==> config.mk <==
export PLATFORM = sky130hd
export DESIGN_NAME = usb_tx_scheduler
export DESIGN_NICKNAME = d
export VERILOG_FILES = /design/src/rtl/usb_tx_pkg.sv /design/src/rtl/usb_tx_prio_arb.sv /design/src/rtl/usb_tx_scheduler.sv
export SDC_FILE = /design/constraint.sdc
export NUM_CORES = 1
export LEC_CHECK = 0
export ABC_AREA = 1
export CAP_MARGIN = 20
export CORE_UTILIZATION = 45
export CTS_CLUSTER_SIZE = 25
export DETAILED_ROUTE_END_ITERATION = 8
export HOLD_SLACK_MARGIN = 0.02
export PLACE_DENSITY_LB_ADDON = 0.1
export SKIP_LAST_GASP = 1
export SLEW_MARGIN = 5
export SYNTH_ARGS = -nofsm -noshare
export SYNTH_HDL_FRONTEND = slang
export SYNTH_SLANG_ARGS = --single-unit
export TNS_END_PERCENT = 100
==> constraint.sdc <==
create_clock -name clk -period 2.8 [get_ports clk]
set_input_delay 0.56 -clock clk [delete_from_list [all_inputs] [get_ports clk]]
set_output_delay 0.56 -clock clk [all_outputs]
set_load 0.02 [all_outputs]
==> src/rtl/usb_tx_pkg.sv <==
// Shared types and constants for the USB transmit scheduler.
//   pkt_type_t    : packet type code presented to the bit-stream encoder
//   sched_state_t : scheduler FSM states
//   OWN_*         : bit positions of each source in one-hot owner/grant vectors
//   HS_W/TOK_W/DAT_W : payload widths of the handshake, token and data sources
package usb_tx_pkg;

  localparam int HS_W  = 8;
  localparam int TOK_W = 24;
  localparam int DAT_W = 88;

  // One-hot source positions: {dat, tok, hs}
  localparam int OWN_HS  = 0;
  localparam int OWN_TOK = 1;
  localparam int OWN_DAT = 2;

  typedef enum logic [1:0] {
    PKT_NONE   = 2'b00,
    PKT_DATA   = 2'b01,
    PKT_TOKEN  = 2'b10,
    PKT_HSHAKE = 2'b11
  } pkt_type_t;

  typedef enum logic [1:0] {
    ST_IDLE  = 2'd0,
    ST_ISSUE = 2'd1,
    ST_BUSY  = 2'd2,
    ST_DONE  = 2'd3
  } sched_state_t;

  // Encoder packet type for a one-hot owner vector.
  function automatic pkt_type_t owner_type(input logic [2:0] own);
    pkt_type_t t;
    t = PKT_NONE;
    if (own[OWN_HS])  t = PKT_HSHAKE;
    if (own[OWN_TOK]) t = PKT_TOKEN;
    if (own[OWN_DAT]) t = PKT_DATA;
    return t;
  endfunction

endpackage

==> src/rtl/usb_tx_prio_arb.sv <==
// Fixed-priority picker (hs > tok > dat) with a starvation guard for data.
//   clk, rst     : clock, synchronous active-high reset
//   req_i[2:0]   : requests {dat, tok, hs}
//   upd_i        : strobe (one per completed packet) to update the skip count
//   owner_dat_i  : the completed packet belonged to the data source
//   dat_wait_i   : data request is pending at the update strobe
//   win_o[2:0]   : one-hot winner {dat, tok, hs}, zero when no request
module usb_tx_prio_arb
  import usb_tx_pkg::*;
#(
  parameter int MAX_SKIP = 4
) (
  input  logic       clk,
  input  logic       rst,
  input  logic [2:0] req_i,
  input  logic       upd_i,
  input  logic       owner_dat_i,
  input  logic       dat_wait_i,
  output logic [2:0] win_o
);

  localparam int SKIP_W = $clog2(MAX_SKIP + 1);

  logic [SKIP_W-1:0] skip_q, skip_d;
  logic              starved;

  // Data has been passed over MAX_SKIP times in a row: it jumps the queue.
  assign starved = (skip_q == SKIP_W'(MAX_SKIP));

  always_comb begin
    win_o = 3'b000;
    if (req_i[OWN_DAT] && starved) win_o[OWN_DAT] = 1'b1;
    else if (req_i[OWN_HS])        win_o[OWN_HS]  = 1'b1;
    else if (req_i[OWN_TOK])       win_o[OWN_TOK] = 1'b1;
    else if (req_i[OWN_DAT])       win_o[OWN_DAT] = 1'b1;
  end

  always_comb begin
    skip_d = skip_q;
    if (upd_i) begin
      if (owner_dat_i)              skip_d = '0;
      else if (dat_wait_i && !starved) skip_d = skip_q + SKIP_W'(1);
    end
  end

  always_ff @(posedge clk) begin
    if (rst) skip_q <= '0;
    else     skip_q <= skip_d;
  end

endmodule

==> src/rtl/usb_tx_scheduler.sv <==
// Arbitrates handshake/token/data sources onto the single bit-stream encoder,
// tracks each packet until the line driver reports it sent or a watchdog
// expires, and returns a completion pulse with error status to the owner.
//   clk, rst                 : clock, synchronous active-high reset
//   hs/tok/dat_req, *_pld    : source requests and payloads
//   hs/tok/dat_gnt           : one-cycle grant (ISSUE cycle)
//   hs/tok/dat_done, tx_err  : one-cycle completion, tx_err=1 on watchdog abort
//   enc_free, pkt_sent       : encoder ready, end-of-packet pulse from driver
//   pkt_type, data/token/hshake : encoder strobe and latched payloads
module usb_tx_scheduler
  import usb_tx_pkg::*;
#(
  parameter int TIMEOUT_CYC = 2048,
  parameter int MAX_SKIP    = 4
) (
  input  logic             clk,
  input  logic             rst,
  input  logic             hs_req,
  input  logic [HS_W-1:0]  hs_pld,
  output logic             hs_gnt,
  output logic             hs_done,
  input  logic             tok_req,
  input  logic [TOK_W-1:0] tok_pld,
  output logic             tok_gnt,
  output logic             tok_done,
  input  logic             dat_req,
  input  logic [DAT_W-1:0] dat_pld,
  output logic             dat_gnt,
  output logic             dat_done,
  output logic             tx_err,
  input  logic             enc_free,
  input  logic             pkt_sent,
  output logic [1:0]       pkt_type,
  output logic [DAT_W-1:0] data,
  output logic [TOK_W-1:0] token,
  output logic [HS_W-1:0]  hshake
);

  localparam int WD_W = $clog2(TIMEOUT_CYC);

  sched_state_t     state_q, state_d;
  logic [2:0]       owner_q, owner_d;
  logic [2:0]       gnt_q, gnt_d;
  logic [2:0]       done_q, done_d;
  logic             tx_err_q, tx_err_d;
  pkt_type_t        pkt_type_q, pkt_type_d;
  logic [WD_W-1:0]  wdog_q, wdog_d;
  logic [DAT_W-1:0] data_q, data_d;
  logic [TOK_W-1:0] token_q, token_d;
  logic [HS_W-1:0]  hshake_q, hshake_d;
  logic [2:0]       win;
  logic             skip_upd;

  usb_tx_prio_arb #(.MAX_SKIP(MAX_SKIP)) u_arb (
    .clk         (clk),
    .rst         (rst),
    .req_i       ({dat_req, tok_req, hs_req}),
    .upd_i       (skip_upd),
    .owner_dat_i (owner_q[OWN_DAT]),
    .dat_wait_i  (dat_req),
    .win_o       (win)
  );

  always_comb begin
    state_d    = state_q;
    owner_d    = owner_q;
    wdog_d     = wdog_q;
    gnt_d      = 3'b000;
    done_d     = 3'b000;
    tx_err_d   = 1'b0;
    pkt_type_d = PKT_NONE;
    data_d     = data_q;
    token_d    = token_q;
    hshake_d   = hshake_q;
    skip_upd   = 1'b0;

    unique case (state_q)
      ST_IDLE: begin
        // Grant, strobe and payload are registered here so they all appear
        // together during the ISSUE cycle.
        if (enc_free && (win != 3'b000)) begin
          owner_d    = win;
          gnt_d      = win;
          pkt_type_d = owner_type(win);
          if (win[OWN_HS])  hshake_d = hs_pld;
          if (win[OWN_TOK]) token_d  = tok_pld;
          if (win[OWN_DAT]) data_d   = dat_pld;
          state_d    = ST_ISSUE;
        end
      end
      ST_ISSUE: begin
        wdog_d  = '0;
        state_d = ST_BUSY;
      end
      ST_BUSY: begin
        wdog_d = wdog_q + WD_W'(1);
        // pkt_sent is checked first so it beats a simultaneous expiry.
        if (pkt_sent) begin
          done_d  = owner_q;
          state_d = ST_DONE;
        end else if (wdog_q == WD_W'(TIMEOUT_CYC - 1)) begin
          done_d   = owner_q;
          tx_err_d = 1'b1;
          state_d  = ST_DONE;
        end
      end
      ST_DONE: begin
        skip_upd = 1'b1;
        state_d  = ST_IDLE;
      end
      default: state_d = ST_IDLE;
    endcase
  end

  always_ff @(posedge clk) begin
    if (rst) begin
      state_q    <= ST_IDLE;
      owner_q    <= 3'b000;
      wdog_q     <= '0;
      gnt_q      <= 3'b000;
      done_q     <= 3'b000;
      tx_err_q   <= 1'b0;
      pkt_type_q <= PKT_NONE;
      data_q     <= '0;
      token_q    <= '0;
      hshake_q   <= '0;
    end else begin
      state_q    <= state_d;
      owner_q    <= owner_d;
      wdog_q     <= wdog_d;
      gnt_q      <= gnt_d;
      done_q     <= done_d;
      tx_err_q   <= tx_err_d;
      pkt_type_q <= pkt_type_d;
      data_q     <= data_d;
      token_q    <= token_d;
      hshake_q   <= hshake_d;
    end
  end

  assign hs_gnt   = gnt_q[OWN_HS];
  assign tok_gnt  = gnt_q[OWN_TOK];
  assign dat_gnt  = gnt_q[OWN_DAT];
  assign hs_done  = done_q[OWN_HS];
  assign tok_done = done_q[OWN_TOK];
  assign dat_done = done_q[OWN_DAT];
  assign tx_err   = tx_err_q;
  assign pkt_type = pkt_type_q;
  assign data     = data_q;
  assign token    = token_q;
  assign hshake   = hshake_q;

endmodule

==> results of run 1 <==
## Yosys cell counts
master	number	area share, %
o21ai_0	124	11
nand4_1	1	0.11
buf_1	1	0.067
buf_2	6	0.54
nor2_1	52	3.5
dfxtp_1	148	53
nand3_1	13	1.2
nand2_1	30	2.0
clkbuf_1	19	1.3
nand3_2	2	0.36
inv_1	112	7.5
and3_1	2	0.22
ha_1	7	1.6
o21bai_1	1	0.13
clkbuf_2	1	0.089
a31oi_1	1	0.11
o21ai_1	5	0.45
nor2_4	1	0.20
inv_2	3	0.20
nor3_1	40	3.6
nand3_4	1	0.31
a21oi_1	102	9.1
buf_4	1	0.13
buf_6	14	2.8
nand2_2	3	0.34
## critical path, delay by kind of cell
family / cells / cell delay, ns
buf+inv: 2 / 0.87
compound gates: 2 / 0.27
simple gates: 3 / 0.60
## layout by cell type (no fill, tap or decap), drive strengths merged, types with 6 or more instances in the layout
cell / instances
a21oi: 102
buf: 8
clkbuf: 23
clkdlybuf4s50: 255
clkinv: 6
dfxtp: 148
ha: 7
inv: 116
nand2: 33
nand3: 16
nor2: 53
nor3: 40
o21ai: 129
## per-layer routing
layer	wire, um	up-vias	track usage [%]
li1	-	2719	-
met1	6160	2392	27.3
met2	7690	183	42.5
met3	1170	32	8.55
met4	501	0	12.7
met5	0	-	0
## kinds of logic (layout without fill, tap and decap cells)
logic type | count (synthesis) | after routing
fa+ha+maj | 7 | 7
simple gates | 145 | 145
compound gates | 233 | 233
flops | 148 | 148
buf+inv | 157 | 410
## cell type report
type	instances	area [um^2]	share of cell area (%)
Inverter	115	432	4.92
Sequential cell	148	2960	33.7
Clock inverter	9	98.8	1.13
Tap cell	168	210	2.39
Timing Repair Buffer	263	2660	30.3
Multi-Input combinational cell	385	1920	21.8
Clock buffer	23	498	5.67
## where the power goes
group	leakage (uW)	internal, uW	switching [uW]
sequential	0.00120	2280	96.6
clock	0.000303	1420	847
combinational	0.00174	578	695
total	0.00324	4280	1640
## flip-flops by register name (all words and copies together) (netlist names)
register,count
owner_q,3
state_q,2
gnt_q,3
u_arb.skip_q,3
tx_err,1
pkt_type,2
hshake,8
wdog_q,11
data,88
token,24
done_q,3
## worst paths after layout
check                                     from                    end  slack [ns]  cells past startpoint
setup / recovery                       dat_req  data[70]$_SDFFE_PP0P_        0.78                      7
hold / removal           data[61]$_SDFFE_PP0P_  data[61]$_SDFFE_PP0P_        0.44                      2
hold reg to reg          data[61]$_SDFFE_PP0P_  data[61]$_SDFFE_PP0P_        0.44                      2
setup reg to reg  u_arb.skip_q[0]$_SDFFE_PP0P_  data[70]$_SDFFE_PP0P_        0.82                     10
## stage by stage
step	setup WS, ns	total power, uW	utilization (%)	hold slack [ns]	cells
2_1_floorplan	1.29	3120	-	0.418	690
3_3_place_gp	0.427	3640	67.9	0.431	1079
3_5_place_dp	0.334	3680	67.9	0.437	1079
4_1_cts	0.779	5960	72.8	0.445	1111
5_1_grt	0.603	6200	72.8	0.458	1111
6_report	0.778	5920	72.8	0.442	1111
==> results.ini, run 1 <==
[outcome]
outcome = completed

[setup_path]
arrival_ns = 2.33
required_ns = 3.11
critical_path.max_fanout = 50
end_kind = flip-flop
critPathLaunchType = primary input
worstPathCellList = clkdlybuf4s50_1 -> nand3_1 -> nand2_2 -> nand3_4 -> buf_12 -> o21ai_0 -> a21oi_1
cpPeakStageDelay_ns = 0.53
critical_path_class = primary input to flip-flop
cp_slowest_cell = clkdlybuf4s50_1

[clock_network]
clk_latency_ns = 0.42
cts_tree = yes
clock-sinks = 148
cts_buffer_depth = 2
cts_setup_buffers = 0
cts-buffers-inserted = 17
ctsHtreeMaxLevel = 4
ctsHoldBuffers = 0
cts_resized = 0
path_clk_slew_ns = 0.06
cts-root-buf = clkbuf_16

[floorplanning]
boundaryPins = 256
die_h_um = 113
coreArea_um2 = 12100
die_w_um = 113
dieArea_um2 = 12900
initial_core_util_pct = 46.3
row_count = 40

[placed_design]
io_buffers = 255
placedInstanceArea_um2 = 8180
gp_congestion = 0.810
dp_hpwl_um = 11100

[sta]
finalSetupViolCount = 0
rsz0062_at_grt = no
maxSlewViolCount = 0
skew_ns = 0.00673
hold_violations = 0
relSlewSlack_pct = 65.6
fmax_ghz = 0.495
final.min_clock_period_ns = 2.02
worst_pin_slew_ns = 0.515
period_share_pct = 72.2
setup_tns_ns = 0

[routing]
drtAntennaViolNets = 0
drt_first_pass_iters = 4
wl_um = 15500
routedWlPerCell_um = 14.0
drc = 0
via_per_inst = 4.79
drt_iter0_drc = 255
vias = 5326

[grt]
grt_overflow_total = 0
grt_pass1_vias = 5106
grt_max_degree = 102
antenna_found_initial = 0
grt_pass1_wl_um = 24700
track_usage_pct = 24.8

[logic_synthesis]
synth-simple-area-share_pct = 11.8
synth_compound_area_share_pct = 20.9
synth_top_family_by_area = compound AO/OA/AOI/OAI gates
synth.area.mux_share_pct = 0
yosys_warnings = 0
synth_fp_nets = 824
synth-seq-cells = 148
syn_area_per_cell_um2 = 8.10
syn_area_um2 = 5590
synthAdderAreaFrac_pct = 1.57
yosysUniqueCellTypes = 25
synth_cells = 690
synthXorXnorAreaFrac_pct = 0
ys_seq_area_share_pct = 53.0

[layout]
drive_gt1_share_pct = 5.20
fill_cells = 917
syn2layout_area_growth_pct = 57.2
diodes = 0
fin_nets = 1064
design_area_um2 = 8780

[pwr]
power_leakage_uw = 0.00324
p_per_area_nw_per_um2 = 674
ir_drop_mv = 0.428

[job]
drv_cap = 0

[hold_path]
hold_class = flip-flop to flip-flop

Power figures use the tool's default switching activity.
==> run 2: changes to the inputs <==
- CORE_UTILIZATION: 45 -> 41
- clock period: 2.8 -> 2 ns (I/O delays scaled with it)
==> run 2 against run 1 <==
Effect of this change:
- count of clock-buffer cells in the layout fell by 3
- routed wire length rose by 0.37%
- first-iteration DRC count fell by 11%
- highest routed layer unchanged
==> results.ini, run 2 (same netlist as run 1, synthesis figures left out) <==
[placed_design]
dp_hpwl_um = 11400
placedInstanceArea_um2 = 8270
gp_congestion = 0.781
io_buffers = 255

[floorplanning]
row_count = 42
coreArea_um2 = 13200
boundaryPins = 256
initial_core_util_pct = 42.2
dieArea_um2 = 14100
die_h_um = 119
die_w_um = 119

[setup_path]
required_ns = 1.60
reg2reg_to = wdog_q[7]$_SDFFE_PP0P_
critical_path.max_fanout = 2
worstRegToRegCells = 9
cp.depth = 1
critPathTopFamily = buffers and inverters
timing.rr.start = state_q[1]$_SDFFE_PP0P_
cp_slowest_cell = clkdlybuf4s50_1
critPathLaunchType = flip-flop
rrSetupSlack_ns = 0.28
end_kind = output port
critical_path_class = flip-flop to output port
cpPeakStageDelay_ns = 0.66
arrival_ns = 1.51
worstPathCellList = clkdlybuf4s50_1
cp.buffers_inverters = 1

[hold_path]
worstHoldStart = data[59]$_SDFFE_PP0P_
hold_end = data[59]$_SDFFE_PP0P_
hold_depth = 2
hold_class = flip-flop to flip-flop

[routing]
wl_um = 15600
routedWlPerCell_um = 13.8
drc = 0
via_per_inst = 4.80
drt_first_pass_iters = 7
drtAntennaViolNets = 0
vias = 5412
drt_iter0_drc = 228

[layout]
final_core_util_pct = 67.0
design_area_um2 = 8870
diodes = 0
syn2layout_area_growth_pct = 58.8
fin_nets = 1074
regArea_um2 = 2960
largest_reg_flops = 88
final_common_cell = clkdlybuf4s50_1
multi_input_area_um2 = 1920
layout_common_cells = clkdlybuf4s50_1, dfxtp_1, o21ai_0
fill_cells = 1083
drive_gt1_share_pct = 5.89

[grt]
grt_max_degree = 85
antenna_found_initial = 0
grt_pass1_wl_um = 24300
grt_pass1_vias = 5034
grt_overflow_total = 0
track_usage_pct = 22.0

[clock_network]
clock-sinks = 148
clk_latency_ns = 0.42
cts_resized = 0
path_clk_slew_ns = 0.05
cts_tree = yes
ctsHoldBuffers = 0
cts-buffers-inserted = 17
ctsHtreeMaxLevel = 4
cts_setup_buffers = 0
cts_buffer_depth = 2
cts-root-buf = clkbuf_16

[pwr]
ir_drop_mv = 0.529
p_per_area_nw_per_um2 = 950
power_leakage_uw = 0.00327

[sta]
period_share_pct = 95.4
finalSetupViolCount = 0
skew_ns = 0.00685
hold_violations = 0
setup_tns_ns = 0
fmax_ghz = 0.524
rsz0062_at_grt = no
final.min_clock_period_ns = 1.91
relSlewSlack_pct = 63.1
maxSlewViolCount = 0
worst_pin_slew_ns = 0.548
hold_slack_ns = 0.439

[outcome]
outcome = completed

[job]
drv_cap = 0

## run 2: cell count changes in the layout (fill, tap and decap cells not counted), sizes merged
cell / delta
clkinv: -3
bufinv: +2
clkbuf: -3
buf: +10
clkinvlp: +3
inv: -1
## run 2: worst max-delay path by stage
stage                            start                      to  slack (ns)
2_1_floorplan  state_q[1]$_SDFFE_PP0P_  wdog_q[7]$_SDFFE_PP0P_        0.49
3_3_place_gp                   dat_req   data[60]$_SDFFE_PP0P_        0.09
3_5_place_dp                   dat_req   data[79]$_SDFFE_PP0P_        0.04
4_1_cts          data[24]$_SDFFE_PP0P_                data[24]        0.09
5_1_grt          data[24]$_SDFFE_PP0P_                data[24]        0.08
6_report         data[24]$_SDFFE_PP0P_                data[24]        0.09
## run 2: per-layer routing
layer	vias to the layer above	track usage, %	routed length (um)	part of all wire (%)
met2	192	37.2	7620	49
met4	0	9.65	412	2.6
met1	2462	24.5	6230	40
li1	2732	-	-	-
met3	26	8.54	1320	8.5
met5	-	0	0	0
## run 2: stage by stage
step | cells | power, uW | setup slack (ns)
6_report | 1127 | 8430 | 0.0930
5_1_grt | 1127 | 8800 | 0.0787
4_1_cts | 1127 | 8500 | 0.0897
3_5_place_dp | 1097 | 5210 | 0.0442
3_3_place_gp | 1097 | 5160 | 0.0869
2_1_floorplan | 690 | 4360 | 0.491
## run 2: area by class of cell
type,count,share of cell area [%]
tap,176,2.48
timing repair buffer,273,30.9
clock buffer,20,5.03
clock inverter,10,1.78
sequential,148,33.4
multi-input combinational,385,21.6
inverter,115,4.86
## run 2: power by group
part	switching [uW]	internal, uW	leakage (uW)	total [uW]
combinational	974	854	0.00178	1830
sequential	136	3190	0.00120	3330
clock	1170	2100	0.000288	3270
==> run 3: changes to the inputs <==
- RECOVER_POWER: not set -> 25
- SYNTH_HIERARCHICAL: not set -> 1
==> run 3 against run 2 <==
Effect of this change:
- area after synthesis shrank 2.7%
- count of clock-buffer cells in the layout grew 3
- total power shrank 2.1%
- routed wire length grew 13%
- global-route usage grew 1.4 points
- sequential share of layout area shrank 1.2 points
- setup slack lost 0.078 ns
- non-clock buffer count grew 16
- cell area grew 3.6%
- critical endpoint is now data[66]$_SDFFE_PP0P_
==> results.ini, run 3 <==
[placed_design]
gp_congestion = 0.803
dp_hpwl_um = 11500
io_buffers = 255
pre_cts_ws_ns = -0.288
post-place-cells = 1114

[logic_synthesis]
yosysUniqueCellTypes = 26
synth-seq-cells = 148
synth_top_cell_by_area = dfxtp_1
syn_area_per_cell_um2 = 7.75
ys_seq_area_share_pct = 54.5
synth_fp_nets = 835
synth.area.top_cells = dfxtp_1, nor2_1, o21ai_0
syn_area_um2 = 5440
synth_cells = 701
synth-main-ff-cell = dfxtp_1
synth_compound_area_share_pct = 12.8
synth-simple-area-share_pct = 24.8
synthAdderAreaFrac_pct = 1.61
synthTopCellsByCount = nor2_1, dfxtp_1, o21ai_0, nand2_1, inv_1
yosys_warnings = 6
synthXorXnorAreaFrac_pct = 0
synth_top_area_share_pct = 54.5
async_flop_share_pct = 0
synth.area.mux_share_pct = 0
yosysMostFrequentCell = nor2_1
synth_top_family_by_area = simple AND/OR/NAND/NOR gates
synth_edf_count = 0

[routing]
drt_first_pass_iters = 4
drc = 0
vias = 5572
via_per_inst = 4.81
routedWlPerCell_um = 15.1
drt_iter0_drc = 291
wl_um = 17500
drtAntennaViolNets = 0

[floorplanning]
die_w_um = 117
boundaryPins = 256
dieArea_um2 = 13700
die_h_um = 117
initial_core_util_pct = 42.6
coreArea_um2 = 12800
row_count = 41

[setup_path]
arrival_ns = 2.34
critical_path_class = flip-flop to flip-flop
required_ns = 2.35
critPathLaunchType = flip-flop
cp_slowest_cell = dfxtp_1
end_kind = flip-flop
worst_path_most_repeated_cell = nand3_4
worstPathCellList = bufinv_8 -> ha_4 -> nand3_4 -> nand3b_1 -> inv_1 -> inv_2 -> nand3_4 -> nand3_4 -> nor2_8 -> buf_6 -> clkbuf_16 -> o21ai_0 -> nor2_1
critical_path.max_fanout = 7
cpPeakStageDelay_ns = 0.34

[pwr]
p_sw_share_pct = 25.7
seqPwrFrac_pct = 39.3
power_leakage_uw = 0.00406
ir_drop_mv = 0.542
p_comb_share_pct = 19.1
power.internal_uw = 6130
switchingPower_uw = 2120
clkPwrFrac_pct = 41.7
p_per_area_nw_per_um2 = 897

[layout]
syn2layout_area_growth_pct = 69.2
fin_nets = 1107
layout_common_cells = nor2_1, clkdlybuf4s50_1, dfxtp_1
drive_gt1_share_pct = 9.43
largest_reg_flops = 88
diodes = 0
final_common_cell = nor2_1
stdcell_count = 1158

[clock_network]
cts_tree = yes
ctsHoldBuffers = 0
cts-buffers-inserted = 17
clock-sinks = 148
cts_buffer_depth = 2
ctsHtreeMaxLevel = 4
cts-root-buf = clkbuf_16
path_clk_slew_ns = 0.06
clk_latency_ns = 0.42

[grt]
grt_pass1_wl_um = 24600
antenna_found_initial = 0
grt_pass1_vias = 5157
grt_max_degree = 59
grt_overflow_total = 0
track_usage_pct = 23.4

[sta]
skew_ns = 0.0147
setup_ws_ns = 0.0153
fmax_ghz = 0.504
period_share_pct = 99.2
finalSetupViolCount = 0
final.min_clock_period_ns = 1.98
worst_pin_slew_ns = 0.326
relSlewSlack_pct = 78.3
rsz0062_at_grt = yes
hold_violations = 0
maxSlewViolCount = 0

[hold_path]
hold_class = flip-flop to flip-flop

[job]
drv_cap = 0

[outcome]
outcome = completed

## run 3: final timing paths
| kind | startpoint | end | slack (ns) | cells past startpoint |
|---|---|---|---|---|
| min reg2reg | owner_q[1]$_SDFFE_PP0P_ | done_q[1]$_SDFF_PP0_ | 0.46 | 2 |
| max reg2reg | u_arb/skip_q[1]$_SDFFE_PP0P_ | data[66]$_SDFFE_PP0P_ | 0.02 | 13 |
| min | owner_q[1]$_SDFFE_PP0P_ | done_q[1]$_SDFF_PP0_ | 0.46 | 2 |
| max | u_arb/skip_q[1]$_SDFFE_PP0P_ | data[66]$_SDFFE_PP0P_ | 0.02 | 13 |
## run 3: routing by layer
| metal | track usage, % | routed length, um | up-vias |
|---|---|---|---|
| li1 | - | - | 2781 |
| met1 | 24.9 | 6880 | 2557 |
| met2 | 39.7 | 8720 | 206 |
| met3 | 10.8 | 1530 | 28 |
| met4 | 10.7 | 399 | 0 |
| met5 | 0 | 0 | - |
## run 3: kinds of logic (layout without fill, tap and decap cells)
group | after synthesis | after routing
flops | 148 | 148
fa+ha+maj | 7 | 7
simple gates | 338 | 338
compound gates | 138 | 138
buf+inv | 70 | 355
## run 3: power groups by stage
| stage | registers [uW] | logic, uW | clock network, uW |
|---|---|---|---|
| after floorplan | 3460 | 586 | 0 |
| after global placement | 3280 | 1470 | 0 |
| after detailed placement | 3300 | 1500 | 0 |
| after CTS | 3240 | 1520 | 3490 |
| after global routing | 3260 | 1720 | 3610 |
| final | 3240 | 1570 | 3440 |
## run 3: repair_timing
item / CTS / global route
gates cloned: 0 / 8
setup endpoints to repair: 13 / 97
buffers inserted: 0 / 4
gates resized for setup: 6 / 37
pin swaps: 0 / 8
## run 3: final cells by class
| cell class | instances | area [um^2] |
|---|---|---|
| Multi-Input combinational cell | 483 | 2200 |
| Fill cell | 990 | 3580 |
| Inverter | 34 | 159 |
| Tap cell | 172 | 215 |
| Timing Repair Buffer | 289 | 3010 |
| Sequential cell | 148 | 2960 |
| Clock buffer | 23 | 498 |
| Clock inverter | 9 | 148 |
## run 3: worst max-delay path: cells and delay by family, from the launching register on
kind | cells | cell delay (ns)
flip-flops | 1 | 0.34
AND/OR/NAND/NOR | 6 | 0.70
adder cells (fa/ha/maj) | 1 | 0.16
AO/OA/AOI/OAI | 1 | 0.10
buffers and inverters | 5 | 0.62
## run 3: through the flow
step / hold slack (ns) / TNS [ns] / instance area, um^2 / utilization, % / power (uW)
after global routing: 0.500 / -2.81 / 9200 / 72.0 / 8590
after CTS: 0.458 / 0 / 8900 / 69.7 / 8240
after global placement: 0.445 / -23.06 / 8230 / 64.5 / 4750
final: 0.460 / 0 / 9200 / 72.0 / 8250
after floorplan: 0.422 / 0 / 5440 / - / 4050
after detailed placement: 0.442 / -26.42 / 8230 / 64.5 / 4790
